===== src/rtl/if_fetch_unit_if.sv =====
`default_nettype none
// ============================================================================
// Module      : if_fetch_unit_if
// Description : Bus bundle for the instruction-fetch stage. It groups the
//               hazard, EX-resolution, instruction-memory and IF/ID signals.
// Revision    : 1.0 - initial release
// ============================================================================
interface if_fetch_unit_if;
  logic        stall;
  logic        redirect_valid;
  logic [31:0] redirect_pc;
  logic        upd_valid;
  logic [31:0] upd_pc;
  logic        upd_taken;
  logic [31:0] upd_target;
  logic [31:0] imem_addr;
  logic [31:0] imem_rdata;
  logic [31:0] pc_if;
  logic [31:0] instr_if;
  logic        predicted_taken_if;
  logic [31:0] predicted_target_if;

  // The fetch unit side
  modport master (
    input  stall, redirect_valid, redirect_pc,
    input  upd_valid, upd_pc, upd_taken, upd_target,
    input  imem_rdata,
    output imem_addr, pc_if, instr_if, predicted_taken_if, predicted_target_if
  );

  // The pipeline / memory / hazard side
  modport slave (
    output stall, redirect_valid, redirect_pc,
    output upd_valid, upd_pc, upd_taken, upd_target,
    output imem_rdata,
    input  imem_addr, pc_if, instr_if, predicted_taken_if, predicted_target_if
  );
endinterface
`default_nettype wire


===== src/rtl/if_fetch_unit.sv =====
`default_nettype none
// ============================================================================
// Module      : if_fetch_unit
// Description : Instruction-fetch stage: PC register, instruction-memory
//               address and a direct-mapped BTB with 2-bit counters.
//               The BTB is built only when IF_FETCH_BTB_EN is defined.
// Revision    : 1.0 - initial release
// ============================================================================
module if_fetch_unit #(
  parameter logic [31:0] RESET_PC    = 32'h0000_0000,
  parameter int          BTB_ENTRIES = 16
) (
  input  wire logic          clk,
  input  wire logic          rst,
  if_fetch_unit_if.master    bus
);

  localparam int IDX_W = (BTB_ENTRIES > 1) ? $clog2(BTB_ENTRIES) : 1;
  localparam int TAG_W = 30 - IDX_W;

  logic [31:0] r_pc;
  logic [31:0] w_pc_next;
  logic        w_pred_taken;
  logic [31:0] w_pred_target;

`ifdef IF_FETCH_BTB_EN
  logic             r_btb_valid  [BTB_ENTRIES];
  logic [TAG_W-1:0] r_btb_tag    [BTB_ENTRIES];
  logic [29:0]      r_btb_target [BTB_ENTRIES];
  logic [1:0]       r_btb_ctr    [BTB_ENTRIES];

  logic [IDX_W-1:0] w_idx;
  logic [IDX_W-1:0] w_upd_idx;
  logic             w_hit;
  logic             w_upd_hit;
  logic [3:0]       w_unused;

  assign w_idx     = r_pc[IDX_W+1:2];
  assign w_upd_idx = bus.upd_pc[IDX_W+1:2];
  assign w_hit     = r_btb_valid[w_idx] && (r_btb_tag[w_idx] == r_pc[31:IDX_W+2]);
  assign w_upd_hit = r_btb_valid[w_upd_idx] &&
                     (r_btb_tag[w_upd_idx] == bus.upd_pc[31:IDX_W+2]);

  assign w_pred_taken  = w_hit && r_btb_ctr[w_idx][1];
  assign w_pred_target = w_pred_taken ? {r_btb_target[w_idx], 2'b00} : 32'h0;

  // Lookup reads the array before this edge, so a same-index update shows next cycle
  always_ff @(posedge clk or posedge rst) begin
    if (rst) begin
      for (int i = 0; i < BTB_ENTRIES; i++) begin
        r_btb_valid[i]  <= 1'b0;
        r_btb_tag[i]    <= '0;
        r_btb_target[i] <= '0;
        r_btb_ctr[i]    <= 2'b01;
      end
    end else if (bus.upd_valid) begin
      if (w_upd_hit) begin
        if (bus.upd_taken) begin
          if (r_btb_ctr[w_upd_idx] != 2'b11)
            r_btb_ctr[w_upd_idx] <= r_btb_ctr[w_upd_idx] + 2'b01;
          r_btb_target[w_upd_idx] <= bus.upd_target[31:2];
        end else if (r_btb_ctr[w_upd_idx] != 2'b00) begin
          r_btb_ctr[w_upd_idx] <= r_btb_ctr[w_upd_idx] - 2'b01;
        end
      end else if (bus.upd_taken) begin
        r_btb_valid[w_upd_idx]  <= 1'b1;
        r_btb_tag[w_upd_idx]    <= bus.upd_pc[31:IDX_W+2];
        r_btb_target[w_upd_idx] <= bus.upd_target[31:2];
        r_btb_ctr[w_upd_idx]    <= 2'b10;
      end
    end
  end

  assign w_unused = {bus.upd_pc[1:0], bus.upd_target[1:0]};
`else
  logic [70:0] w_unused;

  assign w_pred_taken  = 1'b0;
  assign w_pred_target = 32'h0;
  assign w_unused      = {bus.upd_valid, bus.upd_pc, bus.upd_taken, bus.upd_target,
                          bus.redirect_pc[1:0]};
`endif

  // Redirect outranks stall so a mispredict can land while decode is frozen
  always_comb begin
    w_pc_next = r_pc + 32'd4;
    if (bus.redirect_valid)
      w_pc_next = {bus.redirect_pc[31:2], 2'b00};
    else if (bus.stall)
      w_pc_next = r_pc;
    else if (w_pred_taken)
      w_pc_next = w_pred_target;
  end

  always_ff @(posedge clk or posedge rst) begin
    if (rst)
      r_pc <= RESET_PC;
    else
      r_pc <= w_pc_next;
  end

  assign bus.imem_addr           = r_pc;
  assign bus.pc_if               = r_pc;
  assign bus.instr_if            = bus.imem_rdata;
  assign bus.predicted_taken_if  = w_pred_taken;
  assign bus.predicted_target_if = w_pred_target;

endmodule
`default_nettype wire


===== src/flat_wrapper.sv =====
// flat-port wrapper written by rule: the top's interface ports become plain ports
module if_fetch_unit_flat 
#(
  parameter logic [31:0] RESET_PC    = 32'h0000_0000,
  parameter int          BTB_ENTRIES = 16
)
  (clk, rst, bus_stall, bus_redirect_valid, bus_redirect_pc, bus_upd_valid, bus_upd_pc, bus_upd_taken, bus_upd_target, bus_imem_rdata, bus_imem_addr, bus_pc_if, bus_instr_if, bus_predicted_taken_if, bus_predicted_target_if);
  if_fetch_unit_if bus_i ();
  input  wire logic clk;
  input  wire logic rst;
  input wire logic [$bits(bus_i.stall)-1:0] bus_stall;
  input wire logic [$bits(bus_i.redirect_valid)-1:0] bus_redirect_valid;
  input wire logic [$bits(bus_i.redirect_pc)-1:0] bus_redirect_pc;
  input wire logic [$bits(bus_i.upd_valid)-1:0] bus_upd_valid;
  input wire logic [$bits(bus_i.upd_pc)-1:0] bus_upd_pc;
  input wire logic [$bits(bus_i.upd_taken)-1:0] bus_upd_taken;
  input wire logic [$bits(bus_i.upd_target)-1:0] bus_upd_target;
  input wire logic [$bits(bus_i.imem_rdata)-1:0] bus_imem_rdata;
  output wire logic [$bits(bus_i.imem_addr)-1:0] bus_imem_addr;
  output wire logic [$bits(bus_i.pc_if)-1:0] bus_pc_if;
  output wire logic [$bits(bus_i.instr_if)-1:0] bus_instr_if;
  output wire logic [$bits(bus_i.predicted_taken_if)-1:0] bus_predicted_taken_if;
  output wire logic [$bits(bus_i.predicted_target_if)-1:0] bus_predicted_target_if;
  assign bus_i.stall = bus_stall;
  assign bus_i.redirect_valid = bus_redirect_valid;
  assign bus_i.redirect_pc = bus_redirect_pc;
  assign bus_i.upd_valid = bus_upd_valid;
  assign bus_i.upd_pc = bus_upd_pc;
  assign bus_i.upd_taken = bus_upd_taken;
  assign bus_i.upd_target = bus_upd_target;
  assign bus_i.imem_rdata = bus_imem_rdata;
  assign bus_imem_addr = bus_i.imem_addr;
  assign bus_pc_if = bus_i.pc_if;
  assign bus_instr_if = bus_i.instr_if;
  assign bus_predicted_taken_if = bus_i.predicted_taken_if;
  assign bus_predicted_target_if = bus_i.predicted_target_if;
  if_fetch_unit #(.RESET_PC(RESET_PC), .BTB_ENTRIES(BTB_ENTRIES)) u_core (.clk(clk), .rst(rst), .bus(bus_i));
endmodule

===== config.mk =====
export PLATFORM = sky130hd
export DESIGN_NAME = if_fetch_unit_flat
export DESIGN_NICKNAME = d
export VERILOG_FILES = /design/src/rtl/if_fetch_unit_if.sv /design/src/rtl/if_fetch_unit.sv /design/src/flat_wrapper.sv
export SDC_FILE = /design/constraint.sdc
export NUM_CORES = 1
export LEC_CHECK = 0
export CELL_PAD_IN_SITES_DETAIL_PLACEMENT = 0
export CELL_PAD_IN_SITES_GLOBAL_PLACEMENT = 2
export CORE_MARGIN = 2
export CORE_UTILIZATION = 15
export DETAILED_ROUTE_END_ITERATION = 12
export MAX_ROUTING_LAYER = met4
export PLACE_DENSITY = 0.95
export SLEW_MARGIN = 20
export SYNTH_ARGS = -nofsm -noshare
export SYNTH_HDL_FRONTEND = slang
export SYNTH_SLANG_ARGS = --single-unit

===== constraint.sdc =====
create_clock -name clk -period 2.83 [get_ports clk]
set_clock_uncertainty 0.05 [all_clocks]
set_input_delay 0.849 -clock clk [delete_from_list [all_inputs] [get_ports clk]]
set_output_delay 0.849 -clock clk [all_outputs]
set_load 0.03 [all_outputs]

; Yosys cells after proc, flatten, opt, wreduce, memory -nomap -nowiden
; Index checks and enable logic that the tools add are counted.
; Widths: inputs -> output; s select.
[word_totals]
in_bits = 134
rom_bits = 0
latchBits = 0
wordCells = 5
memories = 0
ramBits = 0
register_bits = 32
[op_classes]
magnitude_cmp = 0
bitwise = 0
shifts = 0
n_eq_ne = 1
mul = 0
reduce_logical = 0
n_div = 0
n_addsub = 1
mux = 2
[ops]
columns = operator, n
row1 = $mux 32, 2
row2 = $add 32x3->32 const B, 1
row3 = $ne 2x1->1 const B, 1

; Logic depth before layout (Yosys ltp)
; Gate-level depths: netlist (run 1).
[depth]
ltp_word = 3
ltp_mapped = 7
mapped_depth_nobuf = 5

; Worst setup path after synthesis (run 1)
; OpenSTA, ideal clock, no wires.
[synth_timing]
path_type = input -> register
start = input port bus_stall
end = register u_core.r_pc[22], in the netlist u_core.bus.imem_addr[22]
slack_ns = 0.639
n_path_buf = 2
arrival_time_ns = 2.059
stages = 6
path_cell_list = and3b_1 buf_2 nand4_4 buf_6 or4_1 a31oi_1
[synth_via]
elab_chain_len = 1
[synth_lines]
columns = element, line_no
row1 = "start, declared", flat_wrapper.sv:11  ; input wire logic [$bits(bus_i.stall)-1:0] bus_stall;
row2 = $ne 2x1->1 (no source line), --
row3 = "end signal, assigned", if_fetch_unit.sv:99  ; r_pc <= w_pc_next;
row4 = "end, declared", if_fetch_unit.sv:21  ; logic [31:0] r_pc;
; No other way between the ends.
; A chain may end at the register's enable or synchronous reset.

; Worst setup path in the final report (run 1)
[layout_timing]
start = register u_core.r_pc[9], in the netlist u_core.bus.imem_addr[9]
end = output port bus_imem_addr[9]
[layout_lines]
columns = element, line_no
row1 = "end, declared", flat_wrapper.sv:19  ; output wire logic [$bits(bus_i.imem_addr)-1:0] bus_imem_addr;
; No word-level cell between the ends.

==> metrics list, run 1 <==
- Final period util: 87.5%
- Clock Root Buffer: clkbuf_16
- At the placement stage, the worst setup path has a slack of 113 ps.
- The repair_antennas step left the layout with diodes totalling 0.
- Cell internal power was estimated by the tool at 1.04 mW.
- Area share of the leading cell type in the synthesized netlist: 30.3%
* Length of the first detailed-routing pass in iterations: 5
* Leakage: 1.28 nW
- Routability congestion estimate from global placement: 0.752
* Required time worst endpoint: 1930 ps
* Non-Filler Cell Area, Final: 3250 um^2
* Maximum achievable frequency: 0.404 GHz
* Kind of critical path: reg -> out
- Combinational cell fraction of total power: 34.4%
- Clock tree buffer depth: 2
- Count of different cell masters after synthesis: 38
* Proportion of power drawn by flip-flops and latches: 33.0%
- STA classifies the critical path startpoint as a flip-flop.
* Post-detailed-route count of antenna-violating nets: 0
- Clock network power share: 32.6%
- Synthesis handed over a netlist of 296 instances.
- Floorplan die area: 17900 um^2
- Clock latency on the worst-skew pair, taken at its later pin, is 280 ps.
- The HPWL after detailed placement is 5600 um.
- Run status: completed
- The number of gates resized after CTS was 0.
- Type of element capturing the critical path: primary output
* Clock tree from TritonCTS: built
- Share of layout cells above drive strength 1: 6.10%
* Mean routed wirelength per cell: 13.2 um
- CTS H-tree lvls: 2
- The worst-case IR drop observed on VDD is 0.000258 V.
- From synthesis to final layout, the design area changed by 28.5%.
- The tool flagged a number of max-cap violations equal to 0.
* Share of synthesized area occupied by flip-flops and latches: 29.7%
* Max stage delay cell, worst path: clkdlybuf4s50_1
- Buffers inserted during clock tree synthesis total 5.
- The register with the most flip-flops in the layout has 30 of them.
* Warning count from the yosys run: 0
- Post-layout nets: 462
* Worst hold path type: reg -> reg
- The die is 134 um wide.
* Post-Synthesis Cell Area: 2530 um^2
- The total area inside the core boundary comes to 16500 um^2.
- In this run, the number of DRC markers left after iteration 0 of detailed routing was 57.
- Worst EP arrival: 1580 ps
- Aggregate negative setup slack: 0 ps
* Area after detailed placement: 3100 um^2
* Combined global-route utilization of all metal layers: 8.22%
- The tree built by TritonCTS fans out to 30 sinks.
* Biggest area consumer among synthesized cells: buf_4
- Summed over all nets, the switching power comes to 0.602 mW.
- Total gr overflow: 0
* Pin count of the biggest net entering global routing: 31
* IO buf count: 93
- After layout, the minimum clock period comes to 2470 ps.
* Total Routed Length: 7220 um
- Synthesis inferred 30 register bits.
- Setup slack closes at 355 ps.
* Buffers plus inverters on the worst setup path: 1
* Count of pins on the block boundary: 263
* Routed vias: 2024
- From bottom edge to top edge, the die measures 134 um.
- Post-CTS setup repair buffer count: 0
* Number of hold-slack violations in the final timing report: 0
- Count of final max-slew check failures: 0
* Vias in the first global route: 1900
- Via-per-instance ratio: 3.69
* Switching part of the total power: 36.6%
* Clk slew on worst S/H paths: 50 ps
- Row generation in the floorplan step produced 47 rows.
- Antenna violations before repair: 0
- In this run, post-CTS hold repair placed 0 buffers.
- Residual DRC count: 0
- The kind of cell with the highest combined delay along the critical path is buffers and inverters.
- By area the synthesized netlist is led by buf_4 (30%), dfrtp_1 (30%), nand2_1 (3.9%), or4_1 (3.6%), xor2_1 (3.1%).
- On the worst path, the slowest cell contributes a delay of 750 ps.
- Mean cell area of the mapped netlist: 8.55 um^2
* Final setup violation count: 0
* Wire length of the first global-routing pass: 11000 um
* Effective utilization at floorplan: 15.3%
- Critical Path Fanout Max: 10
- Setup repair after global routing missed its margin: no
- Dividing total power by cell area gives a power density of 505 nW/um^2.
- Cells along the critical path: clkdlybuf4s50_1
[routing by layer]
metal	wire, um	track usage, %
met1	3120	10.3
met2	3420	13.0
met3	607	2.65
met4	77	1.89
met5	0	-
[final cells by class]
class	count	area [um^2]
clock buffer	7	143
clock inverter	1	5.00
fill	1820	13300
inverter	4	15.0
multi-input combinational	184	1060
sequential	30	751
tap	220	275
timing repair buffer	102	998
[per-stage QoR]
step                util [%]  hold WS, ps  power [mW]  instances
floorplan                  -          663        1.04        332
global placement        18.8          535        1.11        540
CTS                     19.7          561        1.67        548
detailed placement      18.8          554        1.12        540
global route            19.7          612        1.74        548
finish                  19.7          556        1.64        548
[synthesized netlist by cell type]
| cell type | count |
|---|---|
| and4_1 | 7 |
| a211o_1 | 2 |
| buf_4 | 102 |
| buf_2 | 2 |
| a31oi_1 | 10 |
| nor4_1 | 1 |
| o31ai_1 | 9 |
| nor4b_1 | 1 |
| nor2b_1 | 1 |
| or4_1 | 12 |
| buf_6 | 3 |
| o211ai_1 | 4 |
| or2_2 | 1 |
| nor2_1 | 11 |
| mux2i_1 | 1 |
| and2_1 | 1 |
| and3_1 | 3 |
| a311o_1 | 1 |
| nand4_1 | 8 |
| nand4_4 | 1 |
| o211a_1 | 1 |
| xnor2_1 | 3 |
| o311ai_0 | 1 |
| conb_1 | 1 |
| nand2_1 | 26 |
| clkbuf_1 | 7 |
| o21ai_0 | 14 |
| nand2_2 | 1 |
| dfrtp_1 | 30 |
| inv_1 | 3 |
| a21oi_1 | 1 |
| ha_1 | 1 |
| clkinv_1 | 1 |
| nand3_1 | 13 |
| and3b_1 | 1 |
| and4b_1 | 1 |
| xor2_1 | 9 |
| nand4_2 | 1 |
[power by group through the flow]
stage	Combinational (mW)	Clock [mW]	Sequential (mW)
floorplan	0.430	0	0.608
global placement	0.565	0	0.549
detailed placement	0.567	0	0.553
CTS	0.569	0.553	0.546
global route	0.599	0.581	0.556
finish	0.565	0.536	0.542
[final timing paths]
check / startpoint / end / slack, ps / cells past startpoint
min: u_core.bus.imem_addr[23] / u_core.bus.imem_addr[23] / 560 / 2
min reg2reg: u_core.bus.imem_addr[23] / u_core.bus.imem_addr[23] / 560 / 2
min in group asynchronous: rst / u_core.bus.imem_addr[27] / 920 / 3
max in group asynchronous: rst / u_core.bus.imem_addr[4] / 1500 / 3
max: u_core.bus.imem_addr[9] / bus_imem_addr[9] / 360 / 1
max reg2reg: u_core.bus.imem_addr[10] / u_core.bus.imem_addr[25] / 690 / 4
[cell families after synthesis]
family | count (synthesis) | synth area share [%]
buffers and inverters | 118 | 33.6
xor gates and xnor gates | 12 | 4.15
adders and majority gates | 1 | 0.494
AOI/OAI and AO/OA | 43 | 11.1
other | 1 | 0.148
and+or+nand+nor | 90 | 20.4
DFF | 30 | 29.7
muxes | 1 | 0.395
[placed cells by master (no fill, tap or decap), drive strengths merged]
cell type	n
clkdlybuf4s50	93
conb	37
dfrtp	30
nand2	27
o21ai	14
nand3	13
or4	12
nor2	11
a31oi	10
nand4	10
xor2	9
o31ai	9
buf	9
and4	7
clkbuf	7
o211ai	4
and3	3
xnor2	3
inv	3
a211o	2
clkinv	2
and4b	1
and3b	1
o211a	1
nor4	1
a21oi	1
nor4b	1
a311o	1
and2	1
or2	1
o311ai	1
mux2i	1
nor2b	1
ha	1
Note: power is estimated with default switching activity, not from simulation.
==> run 2, diff against run 1 <==
- GPL_ROUTABILITY_DRIVEN: not set -> 0
==> results of run 2 <==
No change in the layout: final DEF, timing and power equal those of run 1.
==> run 3, diff against run 2 <==
- CORE_MARGIN: 2 -> 5
==> run 3 against run 2 <==
Compared with the run above:
- via count rose by 1.3%
- critical path type is now in -> reg
- register-to-register slack barely moved
- clock-buffer cell count did not move
- total power rose by 0.79%
- highest routed layer unchanged
- cell count rose by 0.18%
- combinational power rose by 1%
- critical path depth rose by 4
- hold slack improved by 4.4 ps
- first-iteration DRC count rose by 56%
==> metrics list, run 3 (synthesized netlist as in run 1, its figures left out) <==
- Run status: completed
* Residual DRC count: 0 (unchanged)
- Post-detailed-route count of antenna-violating nets: 0 (unchanged)
- The combined flip-flop and latch cell area was 751 um^2 (unchanged).
- The tightest min-delay check is of the reg -> reg type.
* Post-layout nets: 463 (+0.22%)
- The share of cells above drive strength 1 came to 6.38% (+0.29 points).
* Number of hold-slack violations in the final timing report: 0 (unchanged)
* CTS H-tree lvls: 2 (unchanged)
- The worst-case clock buffer depth came to 2 (unchanged).
- Largest vdd supply drop: 0.000207 V (-20%)
* Worst EP arrival: 2680 ps (+1100 ps)
- Count of pins on the block boundary: 263 (unchanged)
- The time the final worst path needs with I/O delays and setup is 2530 ps (+55.4 ps).
- The number of max-slew violations in the final report was 0 (unchanged).
- Floorplan die area: 19600 um^2 (+9.2%)
- The required time of the worst setup path came to 2980 ps (+1050 ps).
* Via-per-instance ratio: 3.73 (+1.1%)
* Most common cell after layout, fill and taps aside: clkdlybuf4s50_1
- Type of element capturing the critical path: flip-flop
* Worst r2r dst: u_core.bus.imem_addr[27]
- The number of CTS-inserted buffers is 5 (unchanged).
- Clock network latency to the later pin of the worst-skew pair: 280 ps (about the same)
- TritonCTS built the clock tree.
- The leakage power summed over all cells came to 1.28 nW (+0.39%).
* Layout area overhead: 28.8%
* Routed vias: 2050 (+1.3%)
- Site Rows: 47 (unchanged)
* Mean routed wirelength per cell: 13.8 um (+5.0%)
* Effective utilization at floorplan: 15.3% (-0.054 points)
- The multi-input logic area is 1060 um^2 (unchanged).
- Length of the first detailed-routing pass in iterations: 4 (-1)
- The count of port buffers added during placement was 93 (unchanged).
- Pin count of the biggest net entering global routing: 31 (unchanged)
- Number of hold-repair buffers added at the cts stage: 0 (unchanged)
* Total gr overflow: 0 (unchanged)
- Final setup violation count: 0 (unchanged)
* Maxcap violations: 0 (unchanged)
* Antenna diodes: 0 (unchanged)
- Height of the die: 140 um (+4.5%)
* Antenna violations before repair: 0 (unchanged)
* Filler Cells Inserted: 1862 (+2.3%)
- Wire length of the first global-routing pass: 11900 um (+7.7%)
* Final period util: 89.4% (+2.0 points)
* Vias in the first global route: 2032 (+6.9%)
* Length in cells of the worst reg-to-reg path: 4 (unchanged)
- Worst Setup Start Kind: input port
- Maximum achievable frequency: 0.395 GHz (-2.2%)
- The global routing usage summed across all routing layers was 7.96% (-0.26 points).
- Post-CTS setup repair buffer count: 0 (unchanged)
- Critical Path Fanout Max: 12 (+2)
- R2R setup slack: 700 ps (about the same)
* Areal power density over the cells: 508 nW/um^2 (+0.56%)
- The estimated wirelength of the detail-placed design was 5860 um (+4.6%).
* Flip-flop count of the largest register after layout: 30 (unchanged)
- Total Routed Length: 7590 um (+5.2%)
* Final core utilization: 19.7% (-0.025 points)
* Clock Root Buffer: clkbuf_16
* Commonest cells after routing, fill and taps aside: clkdlybuf4s50_1 (93), conb_1 (37), dfrtp_1 (30), nand2_1 (26), o21ai_0 (14)
- The placeable core region is 16600 um^2 (+0.36%).
- The sink count of the clock tree was 30 (unchanged).
- Minimum hold slack: 560 ps (+4.36 ps)
- The initial DRC count was 89 (+56%).
* Worst setup endpoint: u_core.bus.imem_addr[28]
- The register clock-pin slew on the reported worst setup and hold paths was 50 ps (about the same).
- Overall die width: 140 um (+4.5%)
* Setup repair after global routing missed its margin: no
* PostCTS Resize Cnt: 0 (unchanged)
- The critical path is of the in -> reg type.
- Tracing the worst setup path back leads to its startpoint at bus_stall.
- Startpoint of the worst register-to-register path: u_core.bus.imem_addr[5]
run 3: changes by cell type in the layout (fill, tap and decap cells not counted):
cell | before | now
buf_4 | 9 | 10
run 3: area by class of cell:
cell class	count	share of cell area [%]
multi-input cells	184	32.7
repair buffers	103	30.9
flip-flops and latches	30	23.0
well taps	220	8.45
clock buffers	7	4.38
inverters	4	0.461
clock inverters	1	0.154
run 3: power breakdown:
group / total, mW / internal, mW / switching (mW)
combinational: 0.571 / 0.225 / 0.346
sequential: 0.539 / 0.470 / 0.0689
clock: 0.547 / 0.349 / 0.198
total: 1.66 / 1.04 / 0.613
run 3: through the flow:
stage          power, mW  cells  setup TNS (ps)  setup slack [ps]  area, um^2
2_1_floorplan       1.04    332               0               639        2670
3_3_place_gp        1.12    541               0              29.1        3110
3_5_place_dp        1.12    541           -14.0             -14.0        3110
4_1_cts             1.69    549               0               278        3260
5_1_grt             1.75    549               0               182        3260
6_report            1.66    549               0               300        3260
run 3: worst min path at each step:
stage | start | endpoint | slack, ps | cells past startpoint
finish | u_core.bus.imem_addr[29] | u_core.bus.imem_addr[29] | 560 | 2
CTS | u_core.bus.imem_addr[27] | u_core.bus.imem_addr[27] | 560 | 2
global route | u_core.bus.imem_addr[27] | u_core.bus.imem_addr[27] | 590 | 2
global placement | u_core.bus.imem_addr[23] | u_core.bus.imem_addr[23] | 540 | 2
floorplan | u_core.bus.imem_addr[31] | u_core.bus.imem_addr[31] | 660 | 2
detailed placement | u_core.bus.imem_addr[27] | u_core.bus.imem_addr[27] | 550 | 2
run 3: worst max-delay path: stages:
cell and delay [ps]:
clkdlybuf4s50_1 440, and3b_1 400, nand4_4 240, or4_1 560, a31oi_1 180
run 3: layer usage:
metal / wire length, um / track usage [%] / up-vias
li1: - / - / 968
met1: 3140 / 9.59 / 944
met2: 3500 / 12.2 / 117
met4: 196 / 2.86 / 0
met5: 0 / - / -
met3: 753 / 3.07 / 21
